--- config.mk ---
export PLATFORM = sky130hd
export DESIGN_NAME = mem_access_unit
export DESIGN_NICKNAME = d
export VERILOG_FILES = /design/src/rtl/mau_pkg.sv /design/src/rtl/mau_load_extend.sv /design/src/rtl/mem_access_unit.sv
export SDC_FILE = /design/constraint.sdc
export NUM_CORES = 1
export LEC_CHECK = 0
export ABC_AREA = 0
export ABC_CLOCK_PERIOD_IN_PS = 2800
export CAP_MARGIN = 10
export CORE_MARGIN = 10
export CORE_UTILIZATION = 60
export CTS_CLUSTER_SIZE = 14
export DETAILED_ROUTE_END_ITERATION = 10
export DONT_BUFFER_PORTS = 1
export PLACE_DENSITY = 0.83
export SETUP_SLACK_MARGIN = 0.4
export SLEW_MARGIN = 20
export SYNTH_ARGS = -nofsm -noshare
export SYNTH_HDL_FRONTEND = slang
export SYNTH_HIERARCHICAL = 1
export SYNTH_SLANG_ARGS = --single-unit
--- constraint.sdc ---
create_clock -name clk -period 2.8 [get_ports clk]
set_input_delay 0.28 -clock clk [delete_from_list [all_inputs] [get_ports clk]]
set_output_delay 0.28 -clock clk [all_outputs]
set_load 0.05 [all_outputs]
--- src/rtl/mau_pkg.sv ---
// ----------------------------------------------------------------------------
// mau_pkg : shared size encodings, FSM state type and byte-count lookup
// Rev 1.0
// ----------------------------------------------------------------------------
`default_nettype none

package mau_pkg;

  localparam logic [1:0] SZ_BYTE = 2'b00;
  localparam logic [1:0] SZ_HALF = 2'b01;
  localparam logic [1:0] SZ_WORD = 2'b10;

  typedef enum logic [2:0] {
    S_IDLE     = 3'd0,
    S_RD_ISSUE = 3'd1,
    S_RD_CAPT  = 3'd2,
    S_WR       = 3'd3,
    S_RESP     = 3'd4
  } state_t;

  // Encoding 2'b11 is handled as a word access.
  function automatic logic [2:0] size_nbytes(input logic [1:0] size);
    case (size)
      SZ_BYTE: return 3'd1;
      SZ_HALF: return 3'd2;
      default: return 3'd4;
    endcase
  endfunction

endpackage

`default_nettype wire

--- src/rtl/mau_load_extend.sv ---
// ----------------------------------------------------------------------------
// mau_load_extend : sign/zero extension of assembled little-endian load data
// Rev 1.0
// ----------------------------------------------------------------------------
`default_nettype none

module mau_load_extend
  import mau_pkg::*;
(
  input  logic [31:0] raw,
  input  logic [1:0]  size,
  input  logic        is_signed,
  output logic [31:0] data
);

  always_comb begin
    data = raw;
    case (size)
      SZ_BYTE: data = {{24{is_signed & raw[7]}}, raw[7:0]};
      SZ_HALF: data = {{16{is_signed & raw[15]}}, raw[15:0]};
      default: data = raw;
    endcase
  end

endmodule

`default_nettype wire

--- src/rtl/mem_access_unit.sv ---
// ----------------------------------------------------------------------------
// mem_access_unit : splits 32-bit LSQ loads/stores into byte-wide memory
// accesses. Optional misaligned trap: MAU_MISALIGN_TRAP_EN.  Rev 1.0
// ----------------------------------------------------------------------------
`default_nettype none

module mem_access_unit
  import mau_pkg::*;
#(
  parameter int ADDR_WIDTH = 20,
  parameter int TAG_WIDTH  = 4
) (
  input  logic                  clk,
  input  logic                  rst,
  input  logic                  req_valid,
  output logic                  req_ready,
  input  logic                  req_we,
  input  logic [1:0]            req_size,
  input  logic                  req_signed,
  input  logic [31:0]           req_addr,
  input  logic [31:0]           req_wdata,
  input  logic [TAG_WIDTH-1:0]  req_tag,
  output logic                  resp_valid,
  input  logic                  resp_ready,
  output logic [TAG_WIDTH-1:0]  resp_tag,
  output logic [31:0]           resp_rdata,
  output logic                  resp_err,
  output logic                  mem_re,
  output logic                  mem_wr,
  output logic [ADDR_WIDTH-1:0] mem_address,
  output logic [7:0]            mem_wdata,
  input  logic [7:0]            mem_rdata
);

  state_t                state, state_next;
  logic [ADDR_WIDTH-1:0] base;
  logic [31:0]           wdata;
  logic [31:0]           rdata;
  logic [1:0]            size;
  logic                  sgn;
  logic                  we;
  logic [TAG_WIDTH-1:0]  tag;
  logic [1:0]            cnt;
  logic [2:0]            nbytes;
  logic                  accept;
  logic                  last_byte;
  logic                  misalign;
  logic [31:0]           ext_data;

  assign accept    = (state == S_IDLE) && req_valid;
  assign last_byte = ({1'b0, cnt} == (nbytes - 3'd1));

`ifdef MAU_MISALIGN_TRAP_EN
  logic err;
  assign misalign = ((req_size == SZ_HALF) && req_addr[0]) ||
                    (req_size[1] && (req_addr[1:0] != 2'b00));
`else
  assign misalign = 1'b0;
`endif

  // Address bits above ADDR_WIDTH are intentionally discarded.
  if (ADDR_WIDTH < 32) begin : g_addr_hi
    logic unused_addr_hi;
    assign unused_addr_hi = |req_addr[31:ADDR_WIDTH];
  end

  always_ff @(posedge clk) begin
    if (!rst) state <= S_IDLE;
    else      state <= state_next;
  end

  always_comb begin
    state_next = state;
    case (state)
      S_IDLE: begin
        if (req_valid) begin
          if (misalign)    state_next = S_RESP;
          else if (req_we) state_next = S_WR;
          else             state_next = S_RD_ISSUE;
        end
      end
      S_WR:       if (last_byte) state_next = S_RESP;
      S_RD_ISSUE: state_next = S_RD_CAPT;
      S_RD_CAPT:  state_next = last_byte ? S_RESP : S_RD_ISSUE;
      S_RESP:     if (resp_ready) state_next = S_IDLE;
      default:    state_next = S_IDLE;
    endcase
  end

  always_ff @(posedge clk) begin
    if (!rst) begin
      base   <= '0;
      wdata  <= '0;
      rdata  <= '0;
      size   <= SZ_BYTE;
      sgn    <= 1'b0;
      we     <= 1'b0;
      tag    <= '0;
      cnt    <= '0;
      nbytes <= 3'd1;
`ifdef MAU_MISALIGN_TRAP_EN
      err    <= 1'b0;
`endif
    end else begin
      if (accept) begin
        base   <= req_addr[ADDR_WIDTH-1:0];
        wdata  <= req_wdata;
        rdata  <= '0;
        size   <= req_size;
        sgn    <= req_signed;
        we     <= req_we;
        tag    <= req_tag;
        cnt    <= '0;
        nbytes <= size_nbytes(req_size);
`ifdef MAU_MISALIGN_TRAP_EN
        err    <= misalign;
`endif
      end
      if (state == S_WR) cnt <= cnt + 2'd1;
      if (state == S_RD_CAPT) begin
        rdata[{cnt, 3'b000} +: 8] <= mem_rdata;
        cnt <= cnt + 2'd1;
      end
    end
  end

  mau_load_extend u_ext (
    .raw       (rdata),
    .size      (size),
    .is_signed (sgn),
    .data      (ext_data)
  );

  // Memory-side outputs are forced to zero outside the access states.
  always_comb begin
    req_ready   = (state == S_IDLE);
    mem_wr      = (state == S_WR);
    mem_re      = (state == S_RD_ISSUE);
    mem_address = '0;
    mem_wdata   = '0;
    if (mem_wr || mem_re) mem_address = base + ADDR_WIDTH'(cnt);
    if (mem_wr)           mem_wdata   = wdata[{cnt, 3'b000} +: 8];
    resp_valid  = (state == S_RESP);
    resp_tag    = resp_valid ? tag : '0;
`ifdef MAU_MISALIGN_TRAP_EN
    resp_err    = resp_valid && err;
    resp_rdata  = (resp_valid && !we && !err) ? ext_data : 32'h0;
`else
    resp_err    = 1'b0;
    resp_rdata  = (resp_valid && !we) ? ext_data : 32'h0;
`endif
  end

endmodule

`default_nettype wire

After elaboration in Yosys (flattened, before gate mapping)
Index checks and enable logic that the tools add are counted.
{"block": "totals", "regBits": 100, "input_bits": 84, "elab_cells": 57, "output_inout_bits": 69}
{"block": "op_classes", "add_sub_neg": 4, "n_shift": 3, "eq_ne": 10, "reduce_logical": 9, "bitwise_logic": 2, "muxes": 19}
{"cell": "2-to-1 mux 32 bit", "count": 4}
{"cell": "one-hot mux 32 bit (2 select lines)", "count": 1}
{"cell": "bitwise mux 32 bit", "count": 1}
{"cell": "variable shift 8 x 7 -> 32 bit (first input constant)", "count": 1}
{"cell": "indexed part select 32 x 6 -> 8 bit", "count": 1}
{"cell": "indexed part select 8 x 7 -> 32 bit", "count": 1}
{"cell": "adder 20 x 2 -> 20 bit", "count": 1}
{"cell": "2-to-1 mux 20 bit", "count": 1}
{"cell": "one-hot mux 3 bit (5 select lines)", "count": 1}
{"cell": "2-to-1 mux 3 bit", "count": 4}
{"cell": "2-to-1 mux 2 bit", "count": 4}
{"cell": "2-to-1 mux 8 bit", "count": 1}
{"cell": "negation 5 -> 7 bit", "count": 1}
{"cell": "equality test 3 x 2 -> 1 bit (second input constant)", "count": 2}
{"cell": "one-hot mux 3 bit (2 select lines)", "count": 1}
{"cell": "equality test 2 x 1 -> 1 bit (second input constant)", "count": 2}
{"cell": "zero test 2 bit", "count": 2}
{"cell": "2-to-1 mux 4 bit", "count": 1}
{"cell": "inequality test 2 x 1 -> 1 bit (second input constant)", "count": 2}
{"cell": "equality test 2 x 3 -> 1 bit", "count": 1}
{"cell": "equality test 3 x 1 -> 1 bit (second input constant)", "count": 1}
{"cell": "equality test 3 bit (second input constant)", "count": 1}
{"cell": "zero test 3 bit", "count": 1}
{"cell": "AND reduction 3 bit", "count": 1}
{"cell": "8 further kinds", "count": 10}

Longest topological paths before layout
{"block": "logic_depth", "depth_word": 6, "depth_mapped": 9, "ltp_nobuf": 6}

Modules after synthesis
Netlist, hierarchy kept.
{"mod": "mem_access_unit", "seq_area_each_um2": 2001.9, "n_inst": 1, "cells_per_inst": 566, "area_each_um2": 4854.7}
{"mod": "mau_load_extend", "seq_area_each_um2": 0.0, "n_inst": 1, "cells_per_inst": 66, "area_each_um2": 385.4}

Worst setup path after synthesis
Ideal clock, no wire load.
{"block": "synth_path", "path_type": "register to output", "from": "register cnt[0]", "to": "output mem_address[16]", "path_stages_with_launch": 8, "arrival_time_ns": 2.441, "slack_ns": 0.079, "path_buffers": 1, "t_required_ns": 2.520, "cell_sequence": "dfxtp_1 ha_1 fa_1 and3_1 clkbuf_1 nand3_1 or4_1 a21oi_1"}
{"block": "synth_between", "elab_chain_cells": 2}
{"element": "from (decl)", "line_no": "mem_access_unit.sv:43", "rtl": "logic [1:0] cnt;"}
{"element": "from (signal assigned)", "line_no": "mem_access_unit.sv:119", "rtl": "if (state == S_WR) cnt <= cnt + 2'd1;"}
{"element": "from (signal assigned)", "line_no": "mem_access_unit.sv:122", "rtl": "cnt <= cnt + 2'd1;"}
{"element": "adder 20 x 2 -> 20 bit", "line_no": "mem_access_unit.sv:141", "rtl": "if (mem_wr || mem_re) mem_address = base + ADDR_WIDTH'(cnt);"}
{"element": "2-to-1 mux 20 bit", "line_no": "mem_access_unit.sv:141"}
{"element": "to (decl)", "line_no": "mem_access_unit.sv:30", "rtl": "output logic [ADDR_WIDTH-1:0] mem_address,"}
No other way between the ends.

Final worst setup path
{"block": "layout_path", "from": "register base[0]", "to": "output mem_address[16]"}
{"block": "layout_between", "elab_chain_cells": 2}
{"element": "from (decl)", "line_no": "mem_access_unit.sv:36", "rtl": "logic [ADDR_WIDTH-1:0] base;"}
{"element": "from (signal assigned)", "line_no": "mem_access_unit.sv:106", "rtl": "base <= req_addr[ADDR_WIDTH-1:0];"}
{"element": "adder 20 x 2 -> 20 bit", "line_no": "mem_access_unit.sv:141"}
{"element": "2-to-1 mux 20 bit", "line_no": "mem_access_unit.sv:141"}
No other way between the ends.

==> flow_summary_export.csv <==
group,metric,value,unit
synthesis,avgSynthCellArea,8.29,sq um
clock_tree,path_clk_slew,0.10,ns
worst_setup_path,endpoint_kind,"output port",
clock_tree,cts_hold_buf,0,
layout,layout.nets,761,
timing,slew_viol_final,0,
drt,totalWireLength,15500,um
worst_setup_path,cpPeakStageDelay,0.51,ns
global_route,gr-total-overflow,0,
synthesis,yosys_most_used_dff,"dfxtp_1",
worst_setup_path,cp-start-kind,"register",
timing,fin_setup_tns,0,ns
clock_tree,h-tree-depth,3,
clock_tree,clock_sinks,100,
synthesis,synth_edf_count,0,
worst_setup_path,startpoint,"base[0]",
power_and_ir_drop,irDropWorstVdd,0.584,mV
timing,holdWs,0.0425,ns
clock_tree,clk_latency,0.36,ns
global_route,grt_max_degree,87,
run_status,outcome,"complete, no violations",
global_route,grt_usage,0.218,
floorplan,row_count,34,
timing,fmax,397,MHz
timing,finalCriticalPeriod,2.52,ns
synthesis,async_flop_share,0,
timing,relSlewSlack,0.387,
drt,vias,4672,
worst_setup_path,r2r_slack,0.35,ns
synthesis,syn_area,5240,sq um
worst_setup_path,worstSetupEndpoint,"mem_address[16]",
worst_setup_path,path_max_fanout,3,
clock_tree,cts_buffers,9,
drt,firstDrtPassIters,5,
timing,rsz0062_at_grt,"true",
worst_setup_path,cp.arrival,2.24,ns
worst_setup_path,r2r_start,"cnt[0]",
floorplan,core-area,8590,sq um
synthesis,netlist_instances,632,
layout,layout-area-overhead-vs-synth,28.0,%
timing,worstMarginPinSlew,0.914,ns
drt,wl_per_cell,19.8,um
global_route,grt_first_pass_wirelength,23200,um
drt,drc,0,
place,globalplace.congestion,0.873,
global_route,grt_pass1_vias,4640,
power_and_ir_drop,cellLeakagePower,2.53,nW
floorplan,fp.dieH,113,um
layout,stdcell_area,6710,sq um
worst_setup_path,crit_type,"reg2out",
layout,n_antenna_cell,0,
floorplan,die_x,113,um
synthesis,synth_top_area_frac,0.382,
layout,layout-drive-gt1-share,0.257,
place,port_buffers,0,
timing,hold_viol,0,
synthesis,synthTopCellsByArea,"dfxtp_1 38%, nand2_1 11%, a21boi_0 9.0%",
synthesis,yosysTopAreaCell,"dfxtp_1",
timing,setup_viol,0,
power_and_ir_drop,p_total,3.61,mW
synthesis,synth_cell_types,56,
timing,fin_skew,0.00934,ns
layout,final_common_cell,"nand2_1",
worst_setup_path,required,2.52,ns
layout,fin_cells,781,
place,dpl-instance-area,6090,sq um
floorplan,initial_core_util,0.610,
layout,most-common-layout-cells,"156 x nand2_1, 88 x dfxtp_1, 63 x a21boi_0, 39 x buf_12, 37 x and2_1",
worst_setup_path,r2r-end,"rdata[13]",
floorplan,io_pins,153,
worst_setup_path,cp_slowest_cell,"or4_4",
floorplan,dieArea,12900,sq um
drt,drt.antenna.violating_nets,0,
clock_tree,ctsRootBufferMaster,"clkbuf_8",
place,dpl.cell_count,748,
synthesis,yosys_warnings,6,
worst_setup_path,path_cells,"ha_4 > fa_2 > and3_4 > nand3_4 > or4_4 > a21oi_4 > buf_12",
drt,dr.first_iter.drc_count,350,
synthesis,synth_seq_cells,100,
drt,viasPerCell,5.98,
global_route,antenna_found_initial,0,
clock_tree,clock_path_buffers,2,
timing,timing.final.crit_share,0.899,
layout,nFillCells,581,
synthesis,synth_fp_nets,725,
synthesis,yosysSeqAreaShare,0.382,
place,hpwl,10400,um
worst_hold_path,worstHoldPathType,"in2reg",
clock_tree,cts_tree,"done",
power_and_ir_drop,p_per_area,538,nW/um^2
worst_setup_path,reg2reg_depth,9,
flow_run,drv_cap,0,
-- critical path, delay by kind of cell, from the launching register on --
kind,cells,cell delay (ns)
AO/OA/AOI/OAI,1,0.18
adder cells (fa/ha/maj),2,0.36
buffers and inverters,1,0.15
flip-flops,1,0.37
AND/OR/NAND/NOR,3,0.81
-- metrics by stage --
step / setup WS, ns / util
2_1_floorplan: 0.358 / -
3_3_place_gp: 0.379 / 0.709
3_5_place_dp: 0.180 / 0.709
4_1_cts: 0.269 / 0.759
5_1_grt: 0.208 / 0.781
6_report: 0.283 / 0.781
-- report_power, final --
part | internal (mW) | switching, mW | leakage [nW]
Combinational | 0.337 | 0.615 | 1.61
Clock | 0.446 | 0.520 | 0.103
Sequential | 1.56 | 0.137 | 0.821
Total | 2.34 | 1.27 | 2.53
-- cell usage after synthesis, types with 4 or more instances --
| cell type | count |
|---|---|
| a21boi_0 | 63 |
| a21oi_1 | 10 |
| a22o_1 | 16 |
| a22oi_1 | 9 |
| a32oi_1 | 8 |
| and2_1 | 38 |
| and3_1 | 14 |
| buf_2 | 14 |
| buf_4 | 9 |
| buf_6 | 4 |
| clkbuf_1 | 27 |
| dfxtp_1 | 100 |
| ha_1 | 8 |
| inv_1 | 8 |
| mux4_2 | 8 |
| nand2_1 | 158 |
| nand3_1 | 9 |
| nor2_1 | 21 |
| nor2b_1 | 19 |
| o21ai_0 | 18 |
| o21ai_1 | 7 |
| o21ai_2 | 4 |
| xnor2_1 | 4 |
| xor2_1 | 10 |
-- worst min path at each step --
stage / from / end / slack [ns] / cells after the start
finish: rst / rdata[28] / 0.04 / 1
global route: rst / nbytes[0] / 0.03 / 1
CTS: rst / nbytes[0] / 0.03 / 1
detailed placement: rst / nbytes[0] / 0.41 / 1
global placement: rst / nbytes[0] / 0.39 / 1
floorplan: mem_rdata[2] / rdata[10] / 0.41 / 1
-- cell type report --
| class | count | area, sq um | share of cell area |
|---|---|---|---|
| clock inverter | 6 | 72.6 | 0.0108 |
| clock buffer | 10 | 138 | 0.0205 |
| sequential | 100 | 2020 | 0.302 |
| tap | 108 | 135 | 0.0201 |
| multi-input combinational | 468 | 3190 | 0.475 |
| timing repair buffer | 81 | 1120 | 0.167 |
| inverter | 8 | 30.0 | 0.00448 |
-- sequential cells by signal, summed over array words and instances (netlist names) --
| name | flops |
|---|---|
| nbytes | 3 |
| tag | 4 |
| cnt | 2 |
| we | 1 |
| state | 3 |
| rdata | 32 |
| base | 20 |
| size | 2 |
| sgn | 1 |
| wdata | 32 |
-- routing by layer --
metal	routed length (um)	track usage	vias up	share of wire
li1	-	-	2212	-
met5	0	0	-	0
met1	5620	0.225	2175	0.36
met4	595	0.106	0	0.038
met3	1480	0.0824	53	0.096
met2	7770	0.380	232	0.50
-- cell families (layout without fill, tap and decap cells) --
| logic type | count (synthesis) | count (layout) | synth area share |
|---|---|---|---|
| multiplexers | 9 | 9 | 0.0387 |
| XOR/XNOR | 14 | 14 | 0.0234 |
| other | 1 | 1 | 0.000716 |
| flip-flops | 100 | 100 | 0.382 |
| AND/OR/NAND/NOR | 289 | 290 | 0.271 |
| adder cells (fa/ha/maj) | 9 | 9 | 0.0229 |
| buffers and inverters | 65 | 105 | 0.0623 |
| AO/OA/AOI/OAI | 145 | 145 | 0.198 |
-- what timing repair did --
item | CTS | global route
endpoints found under the setup margin | 59 | 62
pin swaps | 8 | 14
setup buffers | 11 | 4
gates resized for setup | 31 | 42
gates cloned | 1 | 1
endpoints found under the hold margin | 0 | 0
Note: power is estimated with default switching activity, not from simulation.
==> edit: new RTL, config.mk and constraints unchanged <==
The option `MAU_MISALIGN_TRAP_EN` is turned on by a define.
--- a/src/rtl/mem_access_unit.sv
+++ b/src/rtl/mem_access_unit.sv
@@ -5,2 +5,4 @@
 `default_nettype none
+
+`define MAU_MISALIGN_TRAP_EN
 
Formal check against the unedited RTL: not equivalent (Yosys sat finds a counterexample within 4 cycles, from zero or initial values and one cycle with rst low).
==> edit against the original RTL <==
  * Register-to-register slack improved by 0.06 ns
  * Design area increased by 0.35%
  * Worst setup slack improved by 0.021 ns
  * Wire length increased by 2.6%
  * Sequential power decreased by 4%
  * Power decreased by 15%
  * Area after synthesis increased by 1.9%
  * Sequential cell count increased by 1
  * Critical path type unchanged
==> edit: results (changes against the original RTL) <==
Placed design
  – Placer Congestion: 0.876 (+0.34%)
  – Pre-CTS setup slack: 0.412 ns (+0.232 ns)
  – DP Cell Count: 771 (+3.1%)
  – Placed cell areas: 6260 sq um (+2.8%)
  – Hpwl dp: 10,200 um (-2.2%)

GRT
  – GR Layer Usage met2: 37.1% (-0.93 points)
  – Total track usage: 21.9% (+0.077 points)
  – Largest net degree at the start of global routing: 90 (+3.4%)
  – Met1 usage: 24.0% (+1.5 points)
  – M3 GR Usage: 8.91% (+0.67 points)
  – Initial antenna violation count: 1 (+1)
  – Number of global-route vias before repair: 4,744 (+2.2%)

Drt
  – Via/cell ratio: 6.08 (+1.6%)
  – WL final: 15,900 um (+2.6%)
  – DR iter-0 viols: 431 (+23%)
  – Met3 wire length: 1780 um (+20%)
  – M1 wire length: 5730 um (+2.0%)
  – Routed wl met2: 7750 um (-0.33%)

Critical path
  – FF-to-FF path depth: 4 (-5)
  – Crit-path slowest cell: or3_4
  – Worst path max stage delay: 0.44 ns (-0.07 ns)

Yosys
  – Synth top area cells: dfxtp_1, nand2_1, a21boi_0, and2_1, mux4_2
  – Yosys warns: 6 (unchanged)
  – Post-Syn Instances: 648 (+2.5%)
  – Top cells by count, synth: nand2_1, dfxtp_1, a21boi_0
  – Sequential area share after synthesis: 37.9% (-0.33 points)

Power
  – Combinational cell power: 0.588 mW (-38%)
  – Seq. pwr: 1.62 mW (-4%)
  – Internal power: 2.09 mW (-10%)
  – Peak supply drop: 441 uV (-25%)
  – Leakage: 2.54 nW (+0.54%)
  – Switching share of total power: 31.5% (-3.7 points)

Timing
  – Worst Max-Slew Pin Slew: 0.632 ns (-0.283 ns)
  – Setup Skew: 0.00582 ns (-0.00353 ns)

Status
  – Outcome: complete, no violations

Layout
  – Fin nets: 782 (+2.8%)
  – Post-Layout Cell Count: 802 (+2.7%)
  – Share of cells above drive strength 1: 23.2% (-2.5 points)

Clocking
  – Postcts setup bufs: 8 (-3)
==> edit: final timing paths <==
path	start	end	slack, ns
max reg2reg	state[1]	base[0]	0.41
max	base[0]	mem_address[18]	0.30
min reg2reg	wdata[12]	wdata[12]	0.47
min	mem_rdata[2]	rdata[10]	0.05
==> edit: cells by family after synthesis <==
logic type	synth area share [%]
AO/OA/AOI/OAI	19.7
XOR/XNOR	2.30
adder cells (fa/ha/maj)	2.25
buffers and inverters	5.65
flip-flops	37.9
multiplexers	3.80
AND/OR/NAND/NOR	28.4
==> edit: cell type report <==
class | count | area [sq um] | share of cell area (%)
clock buffer | 11 | 141 | 2.10
clock inverter | 5 | 36.3 | 0.539
inverter | 5 | 22.5 | 0.335
multi-input combinational | 487 | 3200 | 47.6
sequential | 101 | 2040 | 30.4
tap | 108 | 135 | 2.01
timing repair buffer | 85 | 1150 | 17.1
==> edit: worst register-to-register path, delay by kind of cell (launching register included) <==
family,cells,cell delay [ns]
buf+inv,1,0.50
simple gates,2,0.77
flops,1,0.56
compound gates,1,0.41
